### src/rtl/i_fab_filt.sv
// rtl/i_fab_filt.sv - fabric input bus cell: bypass, synchroniser or synchroniser plus glitch filter
//
// Carries a WIDTH-bit pad-side bus into the fabric. In BYPASS the bus is a plain
// wire. In SYNC and FILTER each bit passes through a SYNC_STAGES-deep synchroniser
// and then a consecutive-sample filter. O[i] only follows the synchronised input
// after that input has differed from O[i] for FILTER_LEN enabled cycles in a row.
// In SYNC mode the filter length is forced to 1, so the filter stage only adds one
// register and the edge-detect pulses.
//
// Ports
//   C     in   1      clock
//   R     in   1      synchronous active-high reset
//   E     in   1      filter enable; low freezes O and the filter counters
//   I     in   WIDTH  asynchronous pad-side input bus
//   O     out  WIDTH  fabric-side output
//   RISE  out  WIDTH  one-cycle pulse per bit when O[i] goes 0->1
//   FALL  out  WIDTH  one-cycle pulse per bit when O[i] goes 1->0

module i_fab_filt #(
  parameter int               WIDTH       = 8,
  parameter string            MODE        = "FILTER",
  parameter int               SYNC_STAGES = 2,
  parameter int               FILTER_LEN  = 3,
  parameter logic [WIDTH-1:0] INIT_VALUE  = '0
) (
  input  logic             C,
  input  logic             R,
  input  logic             E,
  input  logic [WIDTH-1:0] I,
  output logic [WIDTH-1:0] O,
  output logic [WIDTH-1:0] RISE,
  output logic [WIDTH-1:0] FALL
);

  // SYNC behaves as a filter of length 1: O follows s_out one edge later.
  localparam int EFF_LEN = (MODE == "SYNC") ? 1 : FILTER_LEN;
  // Counter only has to reach EFF_LEN-1, so max(1, clog2(EFF_LEN)) bits suffice.
  localparam int CW      = (EFF_LEN > 2) ? $clog2(EFF_LEN) : 1;
  localparam logic [CW-1:0] CNT_LAST = CW'(EFF_LEN - 1);

  if (MODE == "BYPASS") begin : g_bypass

    assign O    = I;
    assign RISE = '0;
    assign FALL = '0;

    // Clock, reset and enable have no function in this mode.
    logic unused_ctrl;
    assign unused_ctrl = ^{C, R, E};

  end else begin : g_reg

    logic [WIDTH-1:0] sync_q [SYNC_STAGES];
    logic [WIDTH-1:0] s_out;
    logic [CW-1:0]    cnt_q  [WIDTH];
    logic [WIDTH-1:0] o_q;
    logic [WIDTH-1:0] rise_q;
    logic [WIDTH-1:0] fall_q;

    assign s_out = sync_q[SYNC_STAGES-1];

    // Synchroniser runs every edge regardless of E so that re-enabling the
    // filter sees a current input, not a stale one.
    always_ff @(posedge C) begin
      if (R) begin
        for (int k = 0; k < SYNC_STAGES; k++) begin
          sync_q[k] <= INIT_VALUE;
        end
      end else begin
        sync_q[0] <= I;
        for (int k = 1; k < SYNC_STAGES; k++) begin
          sync_q[k] <= sync_q[k-1];
        end
      end
    end

    // Per-bit filter. A bit's counter advances only while s_out disagrees with O
    // and restarts on any agreeing cycle, so a short excursion never reaches O.
    // Pulses default low each edge, which limits them to a single cycle.
    always_ff @(posedge C) begin
      if (R) begin
        o_q    <= INIT_VALUE;
        rise_q <= '0;
        fall_q <= '0;
        for (int i = 0; i < WIDTH; i++) begin
          cnt_q[i] <= '0;
        end
      end else begin
        rise_q <= '0;
        fall_q <= '0;
        if (E) begin
          for (int i = 0; i < WIDTH; i++) begin
            if (s_out[i] == o_q[i]) begin
              cnt_q[i] <= '0;
            end else if (cnt_q[i] == CNT_LAST) begin
              // O changes here, so exactly one of RISE/FALL fires.
              o_q[i]    <= s_out[i];
              cnt_q[i]  <= '0;
              rise_q[i] <= s_out[i];
              fall_q[i] <= ~s_out[i];
            end else begin
              cnt_q[i] <= cnt_q[i] + CW'(1);
            end
          end
        end
      end
    end

    assign O    = o_q;
    assign RISE = rise_q;
    assign FALL = fall_q;

  end

endmodule

### config.mk
export PLATFORM = sky130hd
export DESIGN_NAME = i_fab_filt
export DESIGN_NICKNAME = d
export VERILOG_FILES = /design/src/rtl/i_fab_filt.sv
export SDC_FILE = /design/constraint.sdc
export NUM_CORES = 1
export LEC_CHECK = 0
export CAP_MARGIN = 20
export CORE_ASPECT_RATIO = 1.4
export CORE_MARGIN = 3
export CORE_UTILIZATION = 23
export CTS_CLUSTER_SIZE = 25
export DETAILED_ROUTE_END_ITERATION = 7
export SLEW_MARGIN = 10
export SYNTH_ARGS = -nofsm -noshare
export SYNTH_HDL_FRONTEND = slang
export SYNTH_SLANG_ARGS = --single-unit
### constraint.sdc
create_clock -name C -period 2.45 [get_ports C]
set_input_delay 0.49 -clock C [delete_from_list [all_inputs] [get_ports C]]
set_output_delay 0.49 -clock C [all_outputs]
set_load 0.1 [all_outputs]
======== Word level (Yosys, flattened, before mapping) ========
Memories as Yosys holds them, arrays and structs flattened.
Cells that the tools add are included.
storage, ports and cells
  flip-flop bits (word level) ............. 24
  bits in writable memories ............... 32
  output and inout port bits .............. 24
  logic and storage cells ................. 258
  memories kept ........................... 2
cells by class
  add/sub/neg operators ................... 8
  eq/ne operators ......................... 16
  muxes and demuxes ....................... 141
  bitwise gates (word level) .............. 51
  reductions and logical operators ........ 16
memory list
  memory        depth  width  rd ports  clocked after Yosys merged registers in  write ports  line  text
  g_reg.cnt_q   8      2      8         0                                        8            55    logic [CW-1:0] cnt_q [WIDTH];
  g_reg.sync_q  2      8      2         0                                        2            53    logic [WIDTH-1:0] sync_q [SYNC_STAGES];
operators by type and width
  operator                                                       number
  1-bit two-way mux                                              115
  2-bit two-way mux                                              24
  4-bit OR reduction                                             8
  1-bit bitwise OR                                               26
  1-bit NOT                                                      25
  3-bit AND reduction                                            8
  2-bit by 1-bit adder with 2-bit output, second input constant  8
  2-bit equality test, second input constant                     8
  8-bit two-way mux                                              2
  1-bit equality test                                            8

======== Longest topological paths before layout ========
Gate-level depths: netlist of run 1.
  depth after elaboration ................. 8
  mapped depth ............................ 5
  gate-level depth less buffers ........... 4

======== Least setup slack after synthesis of run 1 ========
No wires, ideal clock.
  path kind ............................... input to register
  start point ............................. input port E
  end point ............................... memory g_reg.cnt_q[0][0] (netlist bit) (enable)
  setup time .............................. 373 ps
  arrival ................................. 1272 ps
  required time ........................... 2077 ps
  slack ................................... 805 ps
  stages .................................. 3
  buffers on the path ..................... 2
  cells stage by stage .................... buf_2 buf_2 or2_1
RTL lines
  item                line  text
  start: declaration  28    input logic E,
  end: declaration    55

==> PnR_summary.wiki, run 1 <==
{| class="wikitable"
! Metric !! Value
|-
| DRC violations left || 0
|-
| Final standard cell area without fillers || roughly 2600 um^2
|-
| Num CTS Buffers || 5
|-
| Most numerous cell types in the synthesized netlist || dfxtp_1, and4b_1, edfxtp_1, nor2b_1, nor4_1
|-
| Class of the tightest hold or removal check || reg -> reg
|-
| Cell variety after synth || 18
|-
| Leading post-synthesis cells by cell area || dfxtp_1, edfxtp_1, and4b_1, ha_1, nor2b_1
|-
| Die area || 10,200 um^2
|-
| Wire length per cell after detailed routing || roughly 12 um
|-
| Util after Layout || 0.302
|-
| Vertical die dimension || approximately 120 um
|-
| Number of post-CTS setup repair buffers || 0
|-
| Core region area || between 8000 and 9000 um^2
|-
| CTS clk-pin slew, worst paths || 0.07 ns
|-
| Clock network fraction of design power || 0.389
|-
| Area grow syn2layout || 26.3%
|-
| Drt first pass iters || 2
|-
| Critical path arrival || about 1.8 ns
|-
| Number of enable flip-flop cells after synthesis || 16
|-
| WL met1 || about 1.6 mm
|-
| Horiz. Die Dim || about 86 um
|-
| Maximum level of the CTS H-tree || 2
|-
| Uppermost signal routing layer after detailed routing || met4
|-
| Number of hold buffers added after CTS || 0
|-
| Synthesized instance count || between 150 and 200
|-
| Row cnt || 40
|-
| P per Cell Area || 687 nW/um^2
|-
| Total of warnings raised by yosys || 0
|-
| Register bit total from synthesis || 56
|-
| Most common cell in the netlist || dfxtp_1
|-
| Filler instances || ~900
|-
| GRT Overall Usage || 0.0745
|-
| Initial antenna violation count || 0
|-
| Dominant synthesized flop cell || dfxtp_1
|-
| Maximum count of clock buffers along a single path || 2
|-
| Sw Ratio || 0.205
|-
| Routed length on met3 || 191 um
|-
| Global-route congestion overflow total || 0
|-
| Outcome || complete, no violations
|-
| Count of final max-slew check failures || 0
|-
| Share of async-settable or async-resettable flops after synthesis || 0
|-
| Setup TNS Final || 0 ns
|-
| Cell Area, Synth || about 2100 um^2
|-
| Highest clock rate || around 600 MHz
|-
| Number of antenna diodes || 0
|-
| CP Capture Type || flop
|-
| Relative contribution of sequential cells to total power || 0.552
|-
| Combinational share of power || 0.059
|-
| Estimated wirelength of the detail-placed design || approximately 2.6 mm
|-
| Relative slew slack || 0.560
|-
| Sink Count || between 50 and 60
|-
| Number of nets produced by synthesis || between 150 and 200
|-
| Worst Setup Start Kind || input pin
|-
| Number of input and output port buffers inserted || 34
|-
| Clock period minus final worst setup slack || roughly 1.7 ns
|-
| Max-cap violations || 0
|-
| Maximum fanout count along the critical path || 16
|-
| Master cell of the clock root buffer || clkbuf_16
|-
| Portion of synthesized cell area occupied by the leading cell type || 0.386
|-
| Pin count of the biggest net entering global routing || 25
|-
| Final hold violation count || 0
|-
| Via count || 1,280
|-
| Category of the critical setup timing path || in -> reg
|-
| Data required time at the worst endpoint || roughly 2.5 ns
|-
| Cell taking the most area after synthesis || dfxtp_1
|-
| Multi-input gate area || ~720 um^2
|-
| Initial core utilization || 0.239
|-
| Unrepaired setup endpoints after global routing || no
|-
| Via count of the first global-routing pass || around 1,300
|-
| Global-route wire length before repair || 6.04 mm
|-
| Post-DRT Antenna Nets || 0
|-
| Total setup violations reported at the end of the flow || 0
|-
| Total length of routed wires || between 3 and 4 mm
|-
| Standby leakage power || between 1 and 1.5 nW
|-
| Fraction of final layout cells with drive strength greater than 1 || 0.220
|-
| Violation count after the first detailed-route iteration || between 60 and 70
|-
| Source-to-sink clock delay at the later pin of the worst-skew pair || 0.28 ns
|-
| Number of instances resized during post-cts repair || 0
|-
| Worst slew pin tran || between 0.6 and 0.7 ns
|-
| Period utilization || 0.680
|-
| Total net switching power || ~370 uW
|-
| Worst setup skew after layout || 0.00399 ns
|-
| Final layout net count || 218
|-
| Mean cell area of the mapped netlist || approximately 13 um^2
|-
| Vias per Instance || roughly 4.2
|-
| Cell area after placement || 2470 um^2
|-
| GP Congestion || between 0.6 and 0.7
|-
| P_int || approximately 1.4 mW
|-
| Share of the yosys chip area belonging to registers || 0.618
|-
| Met2 routed WL || 1.81 mm
|-
| Max VDD drop || approximately 0.26 mV
|-
| Clock tree from TritonCTS || built
|-
| Top-level I/O count || 35
|-
| Register area || 1280 um^2
|}
registers in the layout, indices dropped and copies added, names as in the netlist:
register	cells
g_reg.cnt_q	16
g_reg.sync_q	16
FALL	8
O	8
RISE	8
power groups by stage:
stage	Clock (mW)	Sequential [mW]	Combinational, mW
2_1_floorplan	0	1.02	0.0601
3_3_place_gp	0	1.01	0.105
3_5_place_dp	0	1.01	0.107
4_1_cts	0.729	0.993	0.108
5_1_grt	0.766	0.996	0.119
6_report	0.700	0.993	0.106
area by class of cell:
type,count,area share
clock buffer,7,0.0545
clock inverter,1,0.00239
inverter,8,0.0115
multi-input combinational,91,0.276
sequential,56,0.489
tap,105,0.0502
timing repair buffer,37,0.116
layer usage:
layer,track usage,vias to the layer above
met5,0,-
li1,-,663
met3,0.0216,2
met2,0.127,29
met1,0.0847,586
met4,0.0322,0
through the flow:
stage	total power, mW	hold WS, ns	std cells	setup slack [ns]
finish	1.80	0.437	305	0.784
global route	1.88	0.451	305	0.660
CTS	1.83	0.441	305	0.782
detailed placement	1.12	0.424	297	0.501
global placement	1.12	0.419	297	0.536
floorplan	1.08	0.414	162	0.805
layout by cell type, fill, tap and decap left out:
cell,n
and2b_1,1
nand3_1,8
ha_1,8
edfxtp_1,16
nor4_1,14
nor2b_1,16
clkbuf_8,1
nand2b_1,1
a21oi_1,8
inv_1,8
xnor2_1,8
or2_1,1
buf_4,27
clkbuf_1,1
inv_4,1
dfxtp_1,40
a21bo_2,8
clkbuf_16,5
and4b_1,16
clkdlybuf4s50_1,10
nor4_2,2
worst max-delay path: stages:
cell	delay [ns]
clkdlybuf4s50_1	0.44
nand2b_1	0.45
nor4_1	0.37
cells by family after synthesis:
kind of cell	share of synthesized area
AO/OA/AOI/OAI	0.0579
flip-flops	0.618
XOR/XNOR	0.0338
AND/OR/NAND/NOR	0.209
buffers and inverters	0.0332
adder cells (fa/ha/maj)	0.0483
path summary, 6_finish.rpt:
kind / from / cells past startpoint / slack (ns) / end
hold reg to reg: g_reg.sync_q[0][0] / 1 / 0.44 / g_reg.sync_q[0][8]
setup / recovery: R / 3 / 0.78 / g_reg.cnt_q[1][5]
hold / removal: g_reg.sync_q[0][0] / 1 / 0.44 / g_reg.sync_q[0][8]
setup reg to reg: g_reg.cnt_q[0][4] / 3 / 1.29 / g_reg.cnt_q[0][5]
No activity file was read; power rests on OpenSTA's default activity.
==> run 2, diff against run 1 <==
==> constraint.sdc (replaced) <==
create_clock -name C -period 1.6 [get_ports C]
set_input_delay 0.32 -clock C [delete_from_list [all_inputs] [get_ports C]]
set_output_delay 0.32 -clock C [all_outputs]
set_load 0.1 [all_outputs]
==> run 2 against run 1 <==
Compared with the run above:
- register-to-register slack got worse by 0.87 ns
- sequential power rose by 53%
- critical path type unchanged
- highest routed layer unchanged
- critical endpoint is now g_reg.cnt_q[0][0]
- combinational power rose by 72%
- die area did not move
==> PnR_summary.wiki, run 2 (synthesized netlist as in run 1, its figures left out) <==
{| class="wikitable"
! Metric !! Value
|-
| Final hold violation count || 0
|-
| Critical path arrival || between 1 and 1.5 ns
|-
| Number of input and output port buffers inserted || 34
|-
| Number of post-CTS setup repair buffers || 0
|-
| Master cell of the clock root buffer || clkbuf_16
|-
| Top cell family by delay on the critical path || buffers and inverters
|-
| Number of antenna diodes || 0
|-
| GRT Overall Usage || 0.0740
|-
| Setup TNS Final || 0 ns
|-
| Start point of the worst hold path || g_reg.sync_q[0][7]
|-
| Clock tree from TritonCTS || built
|-
| Initial core utilization || 0.239
|-
| Worst Setup Start Kind || input pin
|-
| CP Capture Type || flop
|-
| Sequence of cells on the critical path || clkdlybuf4s50_1, nand2b_1, buf_12, nor4_1
|-
| CTS clk-pin slew, worst paths || roughly 0.070 ns
|-
| Category of the critical setup timing path || in -> reg
|-
| Post-Place Worst Slack || around 0.011 ns
|-
| Initial antenna violation count || 0
|-
| Combined buffer and inverter count along the critical path || 2
|-
| Maximum fanout count along the critical path || 16
|-
| Fraction of final layout cells with drive strength greater than 1 || 0.243
|-
| Post-layout worst setup margin || roughly 0.31 ns
|-
| GP Congestion || 0.702
|-
| Global-route congestion overflow total || 0
|-
| Worst setup skew after layout || around 0.0048 ns
|-
| Standby leakage power || around 1.1 nW
|-
| Max VDD drop || around 0.6 mV
|-
| Number of hold buffers added after CTS || 0
|-
| Source-to-sink clock delay at the later pin of the worst-skew pair || a little under 0.3 ns
|-
| Data required time at the worst endpoint || 1.69 ns
|-
| Pin count of the biggest net entering global routing || 23
|-
| Largest stage delay, worst path || 0.45 ns
|-
| Clock period minus final worst setup slack || around 1.3 ns
|-
| Filler instances || roughly 840
|-
| Global-route wire length before repair || just under 6 mm
|-
| Vertical die dimension || 118 um
|-
| Sink Count || 56
|-
| Util after Layout || 0.343
|-
| Via count || ~1,300
|-
| Violation count after the first detailed-route iteration || 39
|-
| Class of the tightest hold or removal check || reg -> reg
|-
| Via count of the first global-routing pass || ~1,300
|-
| Unrepaired setup endpoints after global routing || no
|-
| Registers with the most flip-flops || g_reg.cnt_q (16), g_reg.sync_q (16)
|-
| Maximum count of clock buffers along a single path || 2
|-
| Worst slew pin tran || roughly 0.26 ns
|-
| Post-DRT Antenna Nets || 0
|-
| DRC violations left || 0
|-
| Top-level I/O count || 35
|-
| Worst reg2reg path startpoint || g_reg.cnt_q[0][0]
|-
| Period utilization || 0.805
|-
| Most used cells in the layout excluding fill and tap cells || dfxtp_1, buf_12, nor2b_1, and4b_1, edfxtp_1
|-
| Maximum level of the CTS H-tree || 2
|-
| Estimated wirelength of the detail-placed design || about 2.6 mm
|-
| Vias per Instance || approximately 4.2
|-
| Die area || 10,200 um^2
|-
| Relative slew slack || 0.823
|-
| Wire length per cell after detailed routing || 11.2 um
|-
| Max-cap violations || 0
|-
| Num CTS Buffers || 5
|-
| Total setup violations reported at the end of the flow || 0
|-
| Outcome || complete, no violations
|-
| Final layout net count || ~220
|-
| P per Cell Area || about 900 nW/um^2
|-
| Worst setup path startpoint || R
|-
| Drt first pass iters || 4
|-
| Commonest non-fill, non-tap cell in the layout || dfxtp_1
|-
| Horiz. Die Dim || roughly 86 um
|-
| Slowest stage cell on the critical path || clkdlybuf4s50_1
|-
| Core region area || just under 9000 um^2
|-
| Area grow syn2layout || 43.2%
|-
| Highest clock rate || ~800 MHz
|-
| Total length of routed wires || approximately 3.5 mm
|-
| Number of instances resized during post-cts repair || 0
|-
| Count of final max-slew check failures || 0
|-
| Row cnt || 40
|}
## run 2: cell count changes in the layout (fill, tap and decap cells not counted)
| cell | previous run | this run |
|---|---|---|
| clkinv_2 | 0 | 1 |
| buf_12 | 0 | 25 |
| clkinvlp_4 | 0 | 1 |
| buf_4 | 27 | 8 |
| clkbuf_8 | 1 | 0 |
| inv_4 | 1 | 0 |
## run 2: path summary, 6_finish.rpt
check | end | slack (ns) | cells past startpoint
max | g_reg.cnt_q[0][0] | 0.31 | 4
min | g_reg.sync_q[0][15] | 0.44 | 1
max reg2reg | g_reg.cnt_q[0][0] | 0.42 | 3
min reg2reg | g_reg.sync_q[0][15] | 0.44 | 1
## run 2: power by group
group	switching, mW	internal (mW)
clock network	0.464	0.578
registers	0.0229	1.50
logic	0.0954	0.0867
total	0.582	2.16
## run 2: metal layers
metal,global-route usage,vias to the layer above,part of all wire
li1,-,675,-
met1,0.0833,596,0.44
met2,0.125,29,0.48
met3,0.0223,6,0.053
met4,0.0351,0,0.023
met5,0,-,0
## run 2: metrics by stage
stage | instance area [um^2] | instances | total power, mW | hold WS, ns
after global routing | 2970 | 311 | 2.87 | 0.452
after detailed placement | 2830 | 303 | 1.74 | 0.425
after CTS | 2970 | 311 | 2.79 | 0.440
after floorplan | 2070 | 162 | 1.66 | 0.392
final | 2970 | 311 | 2.74 | 0.436
after global placement | 2830 | 303 | 1.73 | 0.418
## run 2: layout make-up
class	count	area, um^2	share of cell area
tap	105	131	0.0443
sequential	56	1280	0.432
clock inverter	2	12.5	0.00422
clock buffer	6	129	0.0434
multi-input combinational	91	723	0.244
inverter	8	30.0	0.0101
timing repair buffer	43	661	0.223
==> RTL change (flow settings as in run 2) <==
Set the parameter `SYNC_STAGES` to 4 (it was 2).
--- a/src/rtl/i_fab_filt.sv
+++ b/src/rtl/i_fab_filt.sv
@@ -19,7 +19,7 @@
 module i_fab_filt #(
   parameter int               WIDTH       = 8,
   parameter string            MODE        = "FILTER",
-  parameter int               SYNC_STAGES = 2,
+  parameter int               SYNC_STAGES = 4,
   parameter int               FILTER_LEN  = 3,
   parameter logic [WIDTH-1:0] INIT_VALUE  = '0
 ) (
Function: changed (a bounded check fails within 10 cycles, from zero or initial values).
==> RTL change against run 2 <==
Die area rose by 19%; sequential cell count is 16 higher; routed wire length up 15%; power increased by 40%; first-iteration DRC count increased by 95%; clock power grew 71%; final area rose by 19%; synthesized area rose by 20%; via count is 14% higher; hold slack worse by 4.5 ps; final cell count grew 22%; setup slack got worse by 51 ps; critical endpoint is now O[6].
==> RTL change: results (changes against run 2) <==
[drt]
wl_met3_um=243  ; +31%
drtIter0Drc=76  ; +95%
routedWlPerCell_um=10.6  ; -5.5%
via_per_inst=3.91  ; -6.9%
dr_wl_met2_mm=1.95  ; +16%

[synth]
synth_common_cells=dfxtp_1 (56), nor2b_1 (32), and4b_1 (16), edfxtp_1 (16), nor4_1 (16)
synth_area_leaders=dfxtp_1 (45%), edfxtp_1 (19%), nor2b_1 (8.0%)
synth_nets=215  ; +19%

[placed_design]
globalplace.congestion=0.713  ; +1.5%
dp_hpwl_mm=2.75  ; +4.7%
place_area_um2=3260  ; +15%

[critical_path]
r2r_setup_slack_ps=460  ; +40 ps
critPathLaunchType=register
reg2reg_from=g_reg.cnt_q[0][4]$_SDFFCE_PN0P_
critical-path-top-delay-family=flip-flops
critPathMaxFanout=5  ; -11

[timing]
tightest_slew_ps=390  ; +127 ps
clock_skew_ps=5.18  ; +0.389 ps

[power_and_ir_drop]
max-vdd-ir-drop_mv=0.552  ; -9.0%
p_leak_nw=1.34  ; +19%

[global_route]
grt_pass1_wl_mm=6.95  ; +17%
grt_max_degree=38  ; +65%
grtUsageTotal_pct=7.69  ; +0.28 points

[clocking]
htree_levels=3  ; +1
path_clk_slew_ps=50  ; -20 ps
clk-insertion-delay-late_ps=320  ; +30 ps

[hold_path]
hp-start=g_reg.sync_q[0][22]$_SDFF_PP0_
hold_end=g_reg.sync_q[0][30]$_SDFF_PP0_

[final_layout]
fin_nets=256  ; +14%
final_layout_size_suffix_gt1_share_pct=21.5  ; -2.8 points
final_cell_area_um2=3530  ; +19%
fillers=1044  ; +24%

[status]
status=finished clean

[RTL change: per-layer routing]
metal / vias to the layer above / track usage, %
met4: 0 / 5.10
met3: 7 / 3.31
met1: 662 / 8.70
li1: 780 / -
met2: 36 / 11.7
met5: - / 0
[RTL change: layout make-up]
class                           count  area share (%)
Clock buffer                       10            6.77
Clock inverter                      6           0.957
Inverter                            8           0.850
Multi-Input combinational cell    107            23.0
Sequential cell                    72            45.4
Tap cell                          138            4.89
Timing Repair Buffer               39            18.2
[RTL change: worst reg2reg max path, cell delays in order (launching register included)]
cell,delay (ps)
edfxtp_1,390
inv_1,70
ha_1,220
nor4_1,270
[RTL change: power by group]
group,switching [mW],leakage [nW],internal [mW]
Sequential,0.0158,0.634,1.90
Clock,0.703,0.134,1.08
Combinational,0.0797,0.574,0.0718
Total,0.798,1.34,3.05
[RTL change: kinds of logic (layout without fill, tap and decap cells)]
logic type / Yosys count / in the layout / synth area share, %
AO/OA/AOI/OAI: 16 / 16 / 4.82
XOR/XNOR: 8 / 8 / 2.81
adder cells (fa/ha/maj): 8 / 8 / 4.02
buffers and inverters: 17 / 63 / 3.16
flip-flops: 72 / 72 / 64.3
AND/OR/NAND/NOR: 75 / 75 / 20.9
[RTL change: through the flow]
stage	TNS, ps	setup WS [ps]	cells
final	0	262	380
after global routing	0	194	380
after CTS	0	222	380
after detailed placement	-3.54	-2.20	364
after global placement	0	25.9	364
after floorplan	0	41.0	196
